<file path="src/rtl/tile_scanline_renderer.sv">
// rtl/tile_scanline_renderer.sv - tile-map background scanline renderer with ready/valid pixel output
// Walks one scrolled scanline tile by tile: map read, tile-row read, then shift pixels out through the palette.
module tile_scanline_renderer #(
  parameter int LINE_WIDTH = 160,
  parameter int TILE_SIZE  = 8,
  parameter int BPP        = 2,
  parameter int SHADE_W    = 2,
  parameter int MAP_W      = 32,
  parameter int MAP_H      = 32,
  parameter int TILE_COUNT = 256
) (
  input  logic                                    clk,
  input  logic                                    rst_n,
  input  logic                                    drawline,
  input  logic [7:0]                              ly,
  input  logic [7:0]                              scx,
  input  logic [7:0]                              scy,
  input  logic [(2**BPP)*SHADE_W-1:0]             palette,
  output logic [$clog2(MAP_W*MAP_H)-1:0]          map_addr,
  input  logic [$clog2(TILE_COUNT)-1:0]           map_rdata,
  output logic [$clog2(TILE_COUNT*TILE_SIZE)-1:0] tile_addr,
  input  logic [TILE_SIZE*BPP-1:0]                tile_rdata,
  output logic                                    px_valid,
  input  logic                                    px_ready,
  output logic [$clog2(LINE_WIDTH)-1:0]           px_x,
  output logic [SHADE_W-1:0]                      px_shade,
  output logic                                    busy,
  output logic                                    renderComplete
);

  localparam int TS_W  = $clog2(TILE_SIZE);
  localparam int X_W   = $clog2(MAP_W*TILE_SIZE);
  localparam int Y_W   = $clog2(MAP_H*TILE_SIZE);
  localparam int MA_W  = $clog2(MAP_W*MAP_H);
  localparam int PX_W  = $clog2(LINE_WIDTH);
  localparam int PAL_W = (2**BPP)*SHADE_W;
  localparam int ROW_W = TILE_SIZE*BPP;

  typedef enum logic [2:0] {
    IDLE,
    MAP_RD,
    TILE_RD,
    SHIFT,
    DONE
  } state_t;

  state_t             state_q;
  logic               drawline_q;
  logic [Y_W-1:0]     y_q;
  logic [X_W-1:0]     mx_q;
  logic [PAL_W-1:0]   palette_q;
  logic [ROW_W-1:0]   shifter_q;
  logic               loaded_q;
  logic [PX_W-1:0]    px_x_q;
  logic               px_valid_q;
  logic [SHADE_W-1:0] px_shade_q;
  logic               busy_q;
  logic               done_q;
  logic [MA_W-1:0]    map_addr_q;

  logic [Y_W-1:0]     y_start;
  logic [X_W-1:0]     x_start;
  logic [X_W-1:0]     mx_d;
  logic [ROW_W-1:0]   load_row;
  logic [ROW_W-1:0]   shift_row;
  logic [BPP-1:0]     load_idx;
  logic [BPP-1:0]     shift_idx;
  logic               start;
  logic               last_px;
  logic               tile_end;

  // Map dimensions are powers of two, so truncation implements the wrap-around.
  assign y_start   = Y_W'(16'(ly) + 16'(scy));
  assign x_start   = X_W'(16'(scx));
  assign mx_d      = mx_q + X_W'(1);
  assign start     = drawline && !drawline_q;
  assign last_px   = (px_x_q == PX_W'(LINE_WIDTH - 1));
  assign tile_end  = &mx_q[TS_W-1:0];

  // The fine-scroll skip happens at load time: leading pixels are shifted out before they are seen.
  assign load_row  = tile_rdata << (mx_q[TS_W-1:0] * BPP);
  assign shift_row = shifter_q << BPP;
  assign load_idx  = load_row[ROW_W-1 -: BPP];
  assign shift_idx = shift_row[ROW_W-1 -: BPP];

  assign map_addr       = map_addr_q;
  assign tile_addr      = (state_q == TILE_RD) ? {map_rdata, y_q[TS_W-1:0]} : '0;
  assign px_valid       = px_valid_q;
  assign px_x           = px_x_q;
  assign px_shade       = px_shade_q;
  assign busy           = busy_q;
  assign renderComplete = done_q;

  always_ff @(posedge clk or negedge rst_n) begin
    if (!rst_n) begin
      state_q    <= IDLE;
      drawline_q <= 1'b0;
      y_q        <= '0;
      mx_q       <= '0;
      palette_q  <= '0;
      shifter_q  <= '0;
      loaded_q   <= 1'b0;
      px_x_q     <= '0;
      px_valid_q <= 1'b0;
      px_shade_q <= '0;
      busy_q     <= 1'b0;
      done_q     <= 1'b0;
      map_addr_q <= '0;
    end else begin
      drawline_q <= drawline;
      case (state_q)
        IDLE: begin
          if (start) begin
            y_q        <= y_start;
            mx_q       <= x_start;
            palette_q  <= palette;
            px_x_q     <= '0;
            busy_q     <= 1'b1;
            map_addr_q <= {y_start[Y_W-1:TS_W], x_start[X_W-1:TS_W]};
            state_q    <= MAP_RD;
          end
        end
        MAP_RD: begin
          state_q <= TILE_RD;
        end
        TILE_RD: begin
          loaded_q <= 1'b0;
          state_q  <= SHIFT;
        end
        SHIFT: begin
          if (!loaded_q) begin
            shifter_q  <= load_row;
            px_shade_q <= palette_q[load_idx*SHADE_W +: SHADE_W];
            px_valid_q <= 1'b1;
            loaded_q   <= 1'b1;
          end else if (px_ready) begin
            if (last_px) begin
              px_valid_q <= 1'b0;
              busy_q     <= 1'b0;
              done_q     <= 1'b1;
              state_q    <= DONE;
            end else begin
              px_x_q <= px_x_q + PX_W'(1);
              mx_q   <= mx_d;
              if (tile_end) begin
                px_valid_q <= 1'b0;
                map_addr_q <= {y_q[Y_W-1:TS_W], mx_d[X_W-1:TS_W]};
                state_q    <= MAP_RD;
              end else begin
                shifter_q  <= shift_row;
                px_shade_q <= palette_q[shift_idx*SHADE_W +: SHADE_W];
              end
            end
          end
        end
        DONE: begin
          done_q  <= 1'b0;
          state_q <= IDLE;
        end
        default: begin
          state_q <= IDLE;
        end
      endcase
    end
  end

endmodule

</file>
<file path="config.mk">
export PLATFORM = sky130hd
export DESIGN_NAME = tile_scanline_renderer
export DESIGN_NICKNAME = d
export VERILOG_FILES = /design/src/rtl/tile_scanline_renderer.sv
export SDC_FILE = /design/constraint.sdc
export NUM_CORES = 1
export LEC_CHECK = 0
export CAP_MARGIN = 5
export CORE_ASPECT_RATIO = 2
export CORE_UTILIZATION = 50
export DETAILED_ROUTE_END_ITERATION = 10
export GPL_TIMING_DRIVEN = 1
export PLACE_DENSITY = 0.8
export RECOVER_POWER = 25
export SLEW_MARGIN = 20
export SYNTH_ARGS = -nofsm -noshare
export SYNTH_HDL_FRONTEND = slang
export SYNTH_SLANG_ARGS = --single-unit
</file>
<file path="constraint.sdc">
create_clock -name clk -period 2.4 [get_ports clk]
set_clock_uncertainty 0.05 [all_clocks]
set_input_delay 0.48 -clock clk [delete_from_list [all_inputs] [get_ports clk]]
set_output_delay 0.48 -clock clk [all_outputs]
set_load 0.005 [all_outputs]
</file>
==> flow_metrics.env, run 1 <==
export IMPL_status="complete, no violations"
export IMPL_drt_iter0_markers=149
export IMPL_async_flop_share=1.000
export IMPL_seq_power_share=0.301
export IMPL_wire_per_inst_um=16.00
export IMPL_cts_root_buf="clkbuf_16"
export IMPL_coreArea_mm2=0.007601
export IMPL_initial_core_util=0.5162
export IMPL_pwr_share_clk=0.219
export IMPL_syn_area_mm2=0.003924
export IMPL_grt_pass1_vias=3760
export IMPL_r2r_slack_ns=0.16
export IMPL_drc=0
export IMPL_max_freq_mhz=429.2
export IMPL_p_int_mw=3.829
export IMPL_area_growth_pct=38.55
export IMPL_place_congestion=0.8312
export IMPL_htreeDepth=3
export IMPL_antenna_cells=0
export IMPL_cts_buffer_depth=2
export IMPL_min_period_ns=2.330
export IMPL_worstSetupPathType="register to output pin"
export IMPL_tightest_slew_ns=1.330
export IMPL_via_count=3626
export IMPL_drt_pass1_iter_count=4
export IMPL_antenna_found_initial=0
export IMPL_utilization=0.7152
export IMPL_detail_route_vias_per_cell=5.648
export IMPL_reg2reg_from="mx_q[0]"
export IMPL_p_sw_mw=2.241
export IMPL_synth_cells=429
export IMPL_port_buffers=93
export IMPL_cts_hold_buf=0
export IMPL_worstPathMaxFanout=6
export IMPL_cts_sinks=66
export IMPL_p_leak_nw=2.429
export IMPL_slew_headroom=0.1134
export IMPL_pwr_share_comb=0.480
export IMPL_clk_latency_ns=0.34
export IMPL_drv_cap=0
export IMPL_chipWidth_um=64.64
export IMPL_ir_worst_vdd_mv=0.5372
export IMPL_hold_path_class="primary input to async pin"
export IMPL_reg2reg_to="px_shade[0]"
export IMPL_swShare=0.3692
export IMPL_avgSynthCellArea_um2=9.146
export IMPL_nets=614
export IMPL_final_antenna_net_count=0
export IMPL_arrival_ns=1.80
export IMPL_period_share=0.9709
export IMPL_yosys_top_cells_count="nand2_1 (79), dfrtp_1 (66), nor2_1 (53)"
export IMPL_clk_pin_slew_ns=0.05
export IMPL_pin_count=94
export IMPL_end_kind="output pin"
export IMPL_row_count=45
export IMPL_grt_use_total=0.2702
export IMPL_dp_hpwl_um=7797
export IMPL_fin_ws_ns=0.06983
export IMPL_dp_worst_setup_slack_ns=-0.3044
export IMPL_ys_seq_area_frac=0.4209
export IMPL_stdcell_count=642
export IMPL_hold_violations=0
export IMPL_syn_nets=500
export IMPL_gr_total_overflow=0
export IMPL_cts_tree="built"
export IMPL_dp_cells=624
export IMPL_ys_seq_elements=66
export IMPL_design_die_area_mm2=0.008227
export IMPL_p_total_mw=6.070
export IMPL_finalWirelength_um=10280
export IMPL_setup_violations=0
export IMPL_synth_edf_count=0
export IMPL_numCtsBuffers=9
export IMPL_synth_top_cell_area_share=0.4209
export IMPL_die_h_um=127.3
export IMPL_hold_ws_ns=0.3751
export IMPL_synth_cell_types=55
export IMPL_synth_area_leader_cell="dfrtp_1"
export IMPL_grt_pass1_wl_um=16880
export IMPL_yosys_warnings=0
export IMPL_synth_most_common_cell="nand2_1"
export IMPL_synth_area_leaders="dfrtp_1 (42%), nand2_1 (7.6%), mux2i_1 (7.4%)"
export IMPL_grt_max_degree=45
export IMPL_critPathLaunchType="register"
export IMPL_rr_worst_depth=8
export IMPL_slew_violations=0
export IMPL_layout_drive_gt1_share=0.1296
export IMPL_worstPathRequired_ns=1.87
export IMPL_rsz0062_at_grt="no"
export IMPL_synth_main_ff_cell="dfrtp_1"
export IMPL_power_per_cell_area_mw_per_mm2=1116
[metal layers]
layer	wire, µm	up-vias	GRT usage
li1	-	1712	-
met1	3468	1764	0.2537
met2	5929	118	0.5139
met3	482	32	0.05625
met4	395	0	0.1595
met5	0	-	0
[how the worst max path moves through the flow]
stage	from	endpoint	slack, ns
CTS	mx_q[0]	px_shade[0]	0.001
finish	state_q[2]	tile_addr[5]	0.07
global route	ly[0]	y_q[6]	0.004
floorplan	ly[0]	y_q[6]	0.39
detailed placement	ly[0]	y_q[6]	-0.30
global placement	ly[0]	y_q[6]	-0.15
[power groups by stage]
stage,combinational (mW),sequential (mW),clock (mW)
floorplan,1.82,1.77,0
global placement,2.77,1.81,0
detailed placement,2.85,1.83,0
CTS,2.89,1.82,1.35
global route,3.18,1.88,1.39
finish,2.91,1.83,1.33
[area by class of cell]
class	instances	area, µm²
Clock buffer	11	252.7
Tap cell	94	117.6
Timing Repair Buffer	123	1172
Clock inverter	5	52.55
Fill cell	582	2165
Inverter	9	33.78
Multi-Input combinational cell	334	2153
Sequential cell	66	1654
[cell families after synthesis]
logic type | count (synthesis) | synth area share
compound gates | 76 | 0.1390
xor+xnor | 17 | 0.03795
fa+ha+maj | 11 | 0.03699
buf+inv | 29 | 0.03731
flops | 66 | 0.4209
mux | 38 | 0.1071
simple gates | 192 | 0.2207
[what timing repair did]
| action | in CTS | in global routing |
|---|---|---|
| gates resized for setup | 2 | 9 |
| endpoints found under the setup margin | 11 | 15 |
| buffers inserted | 1 | 0 |
| gates cloned | 0 | 1 |
[sequential cells by signal, indices dropped and copies added, names as in the netlist, 2 cells and up]
| register | flops |
|---|---|
| px_shade | 2 |
| px_x | 8 |
| y_q | 8 |
| shifter_q | 14 |
| state_q | 3 |
| palette_q | 8 |
| map_addr | 10 |
| mx_q | 8 |
[worst max-delay path, stage by stage, from the launching register on]
cell and delay (ns):
dfrtp_2 0.41, nand2b_4 0.17, nor2_4 0.10, buf_4 0.15, and2_1 0.13, clkdlybuf4s50_1 0.52
[cells in the final DEF, fill, tap and decap left out, drive strengths merged, types with 4 or more instances in the layout]
cell type and count:
and2 11, nand2 79, a221oi 4, nand4 6, mux2 6, o21ai 26
a31oi 6, buf 30, and3 5, xor2 11, nor2b 4, nand3 9
inv 9, a21oi 17, clkbuf 12, xnor2 6, nor3 10, ha 10
mux2i 30, dfrtp 66, nand2b 8, nor2 54, clkdlybuf4s50 91
[metrics by stage]
stage / instance area, µm² / setup TNS (ns)
finish: 5436 / 0
global route: 5436 / 0
CTS: 5411 / 0
detailed placement: 5090 / -0.9723
global placement: 5090 / -0.4801
floorplan: 3924 / 0
Note: power is estimated with default switching activity, not from simulation.
==> run 2: changes to the inputs <==
--- a/config.mk
+++ b/config.mk
@@ -10,9 +10,9 @@
 export CORE_UTILIZATION = 50
 export DETAILED_ROUTE_END_ITERATION = 10
 export GPL_TIMING_DRIVEN = 1
+export HOLD_SLACK_MARGIN = 0.1
 export PLACE_DENSITY = 0.8
 export RECOVER_POWER = 25
-export SLEW_MARGIN = 20
 export SYNTH_ARGS = -nofsm -noshare
 export SYNTH_HDL_FRONTEND = slang
 export SYNTH_SLANG_ARGS = --single-unit
==> run 2 against run 1 <==
  * Non-clock buffer count rose by 1
  * Register-to-register slack barely moved
  * Sequential share of layout area barely moved
  * Combinational power barely moved
  * Largest cell class unchanged
  * Highest routed layer unchanged
  * Core utilization rose by 0.082 points
  * Sequential power barely moved
  * Critical path depth did not move
  * First-iteration DRC count rose by 6.0%
  * Largest power group unchanged
  * Clock power barely moved
  * Die area did not move
  * Fmax barely moved
  * Global-route usage barely moved
==> flow_metrics.env, run 2 (same netlist as run 1, synthesis figures left out) <==
export IMPL_status="complete, no violations"
export IMPL_fill_cells=583
export IMPL_slew_headroom=0.1045
export IMPL_tightest_slew_ns=1.343
export IMPL_regMostFlops="shifter_q"
export IMPL_met3WireLength_um=377
export IMPL_cpMaxStageDelayCell="clkdlybuf4s50_1"
export IMPL_grt_use_total=0.2706
export IMPL_cts_root_buf="clkbuf_16"
export IMPL_swShare=0.3698
export IMPL_wire_per_inst_um=16.02
export IMPL_grt_pass1_wl_um=16910
export IMPL_clk_pin_slew_ns=0.05
export IMPL_end_kind="output pin"
export IMPL_cpPeakStageDelay_ns=0.52
export IMPL_slew_violations=0
export IMPL_seq_power_share=0.301
export IMPL_hold_path_class="register to register"
export IMPL_design_die_area_mm2=0.008227
export IMPL_area_growth_pct=38.71
export IMPL_layout_commonest_cell="clkdlybuf4s50_1"
export IMPL_drc=0
export IMPL_worstPathMaxFanout=6
export IMPL_p_leak_nw=2.429
export IMPL_htreeDepth=3
export IMPL_place_congestion=0.8312
export IMPL_coreArea_mm2=0.007601
export IMPL_die_h_um=127.3
export IMPL_ir_worst_vdd_mv=0.5379
export IMPL_setup_violations=0
export IMPL_wl_met1_um=3586
export IMPL_final_antenna_net_count=0
export IMPL_grt_max_degree=45
export IMPL_worstPathRequired_ns=1.87
export IMPL_wl_met2_um=5942
export IMPL_drv_cap=0
export IMPL_chipWidth_um=64.64
export IMPL_antenna_found_initial=0
export IMPL_nets=615
export IMPL_pin_count=94
export IMPL_drt_iter0_markers=158
export IMPL_p_total_mw=6.066
export IMPL_pwr_share_comb=0.480
export IMPL_drt_pass1_iter_count=4
export IMPL_critPathLaunchType="register"
export IMPL_gr_total_overflow=0
export IMPL_via_count=3618
export IMPL_initial_core_util=0.5162
export IMPL_p_sw_mw=2.243
export IMPL_largest_register_ff_count=14
export IMPL_hold_violations=0
export IMPL_port_buffers=93
export IMPL_cts_sinks=66
export IMPL_routed_top_layer="met4"
export IMPL_cts_tree="built"
export IMPL_finalWirelength_um=10300
export IMPL_crit_chain="nand2b_4, nor2_4, buf_4, and2_1, clkdlybuf4s50_1"
export IMPL_antenna_cells=0
export IMPL_max_freq_mhz=429.4
export IMPL_grt_pass1_vias=3767
export IMPL_power_per_cell_area_mw_per_mm2=1115
export IMPL_rsz0062_at_grt="no"
export IMPL_cts_buffer_depth=2
export IMPL_layout_common_cells="clkdlybuf4s50_1 (91), nand2_1 (79), dfrtp_1 (64), nor2_1 (52), mux2i_1 (29)"
export IMPL_period_share=0.9702
export IMPL_clk_latency_ns=0.34
export IMPL_layout_drive_gt1_share=0.1275
export IMPL_pwr_share_clk=0.219
export IMPL_worstSetupPathType="register to output pin"
export IMPL_p_int_mw=3.823
export IMPL_dp_hpwl_um=7797
export IMPL_detail_route_vias_per_cell=5.627
export IMPL_min_period_ns=2.329
export IMPL_arrival_ns=1.80
export IMPL_utilization=0.7160
export IMPL_numCtsBuffers=9
export IMPL_r2r_slack_ns=0.17
export IMPL_row_count=45
run 2: cell count changes in the layout (fill, tap and decap cells not counted), sizes merged:
cell,change
buf,-1
clkbuf,+1
dlygate4sd3,+1
run 2: power by group through the flow:
stage               Combinational, mW  Sequential (mW)  Clock (mW)
finish                           2.91             1.83        1.33
global route                     3.17             1.88        1.39
CTS                              2.90             1.82        1.35
detailed placement               2.85             1.83           0
global placement                 2.77             1.81           0
floorplan                        1.82             1.77           0
run 2: critical path: cells and delay by family (launching register included):
family                 cells  cell delay [ns]
and+or+nand+nor            3             0.40
buffers and inverters      2             0.67
DFF                        1             0.41
run 2: path summary, 6_finish.rpt:
kind / from / endpoint / cells after the start
worst max-delay path: state_q[2] / tile_addr[5] / 5
worst min-delay path: y_q[0] / y_q[0] / 2
worst max register to register: state_q[2] / mx_q[7] / 5
worst min register to register: y_q[0] / y_q[0] / 2
max in group asynchronous: rst_n / state_q[1] / 2
min in group asynchronous: rst_n / renderComplete / 2
run 2: what timing repair did:
item                                   4_1_cts  5_1_grt
cloned                                       0        1
hold buffers                                 1        0
buffers inserted                             1        0
gates resized for setup                      2        9
setup endpoints to repair                   11       15
pin swaps                                    0        0
endpoints found under the hold margin       22        0
run 2: final cells by class:
cell class,instances,area [µm²],share of cell area
clock inverter,5,52.55,0.009655
tap,94,117.6,0.02161
sequential,66,1654,0.3039
multi-input combinational,334,2153,0.3956
inverter,9,33.78,0.006207
timing repair buffer,124,1179,0.2166
clock buffer,11,252.7,0.04644
run 2: stage by stage:
| step | TNS, ns | worst slack [ns] | cell area (µm²) | hold WS [ns] | std cells |
|---|---|---|---|---|---|
| after floorplan | 0 | 0.3905 | 3924 | 0.1344 | 429 |
| after global placement | -0.4801 | -0.1535 | 5090 | 0.4011 | 624 |
| after detailed placement | -0.9723 | -0.3044 | 5090 | 0.4129 | 624 |
| after CTS | 0 | 0.001215 | 5421 | 0.4268 | 642 |
| after global routing | 0 | 0.003774 | 5443 | 0.4581 | 643 |
| final | 0 | 0.07142 | 5443 | 0.4233 | 643 |
run 2: per-layer routing:
layer	track usage	vias up
met5	0	-
met4	0.1595	0
met3	0.05625	32
met2	0.5139	97
met1	0.2548	1776
li1	-	1713
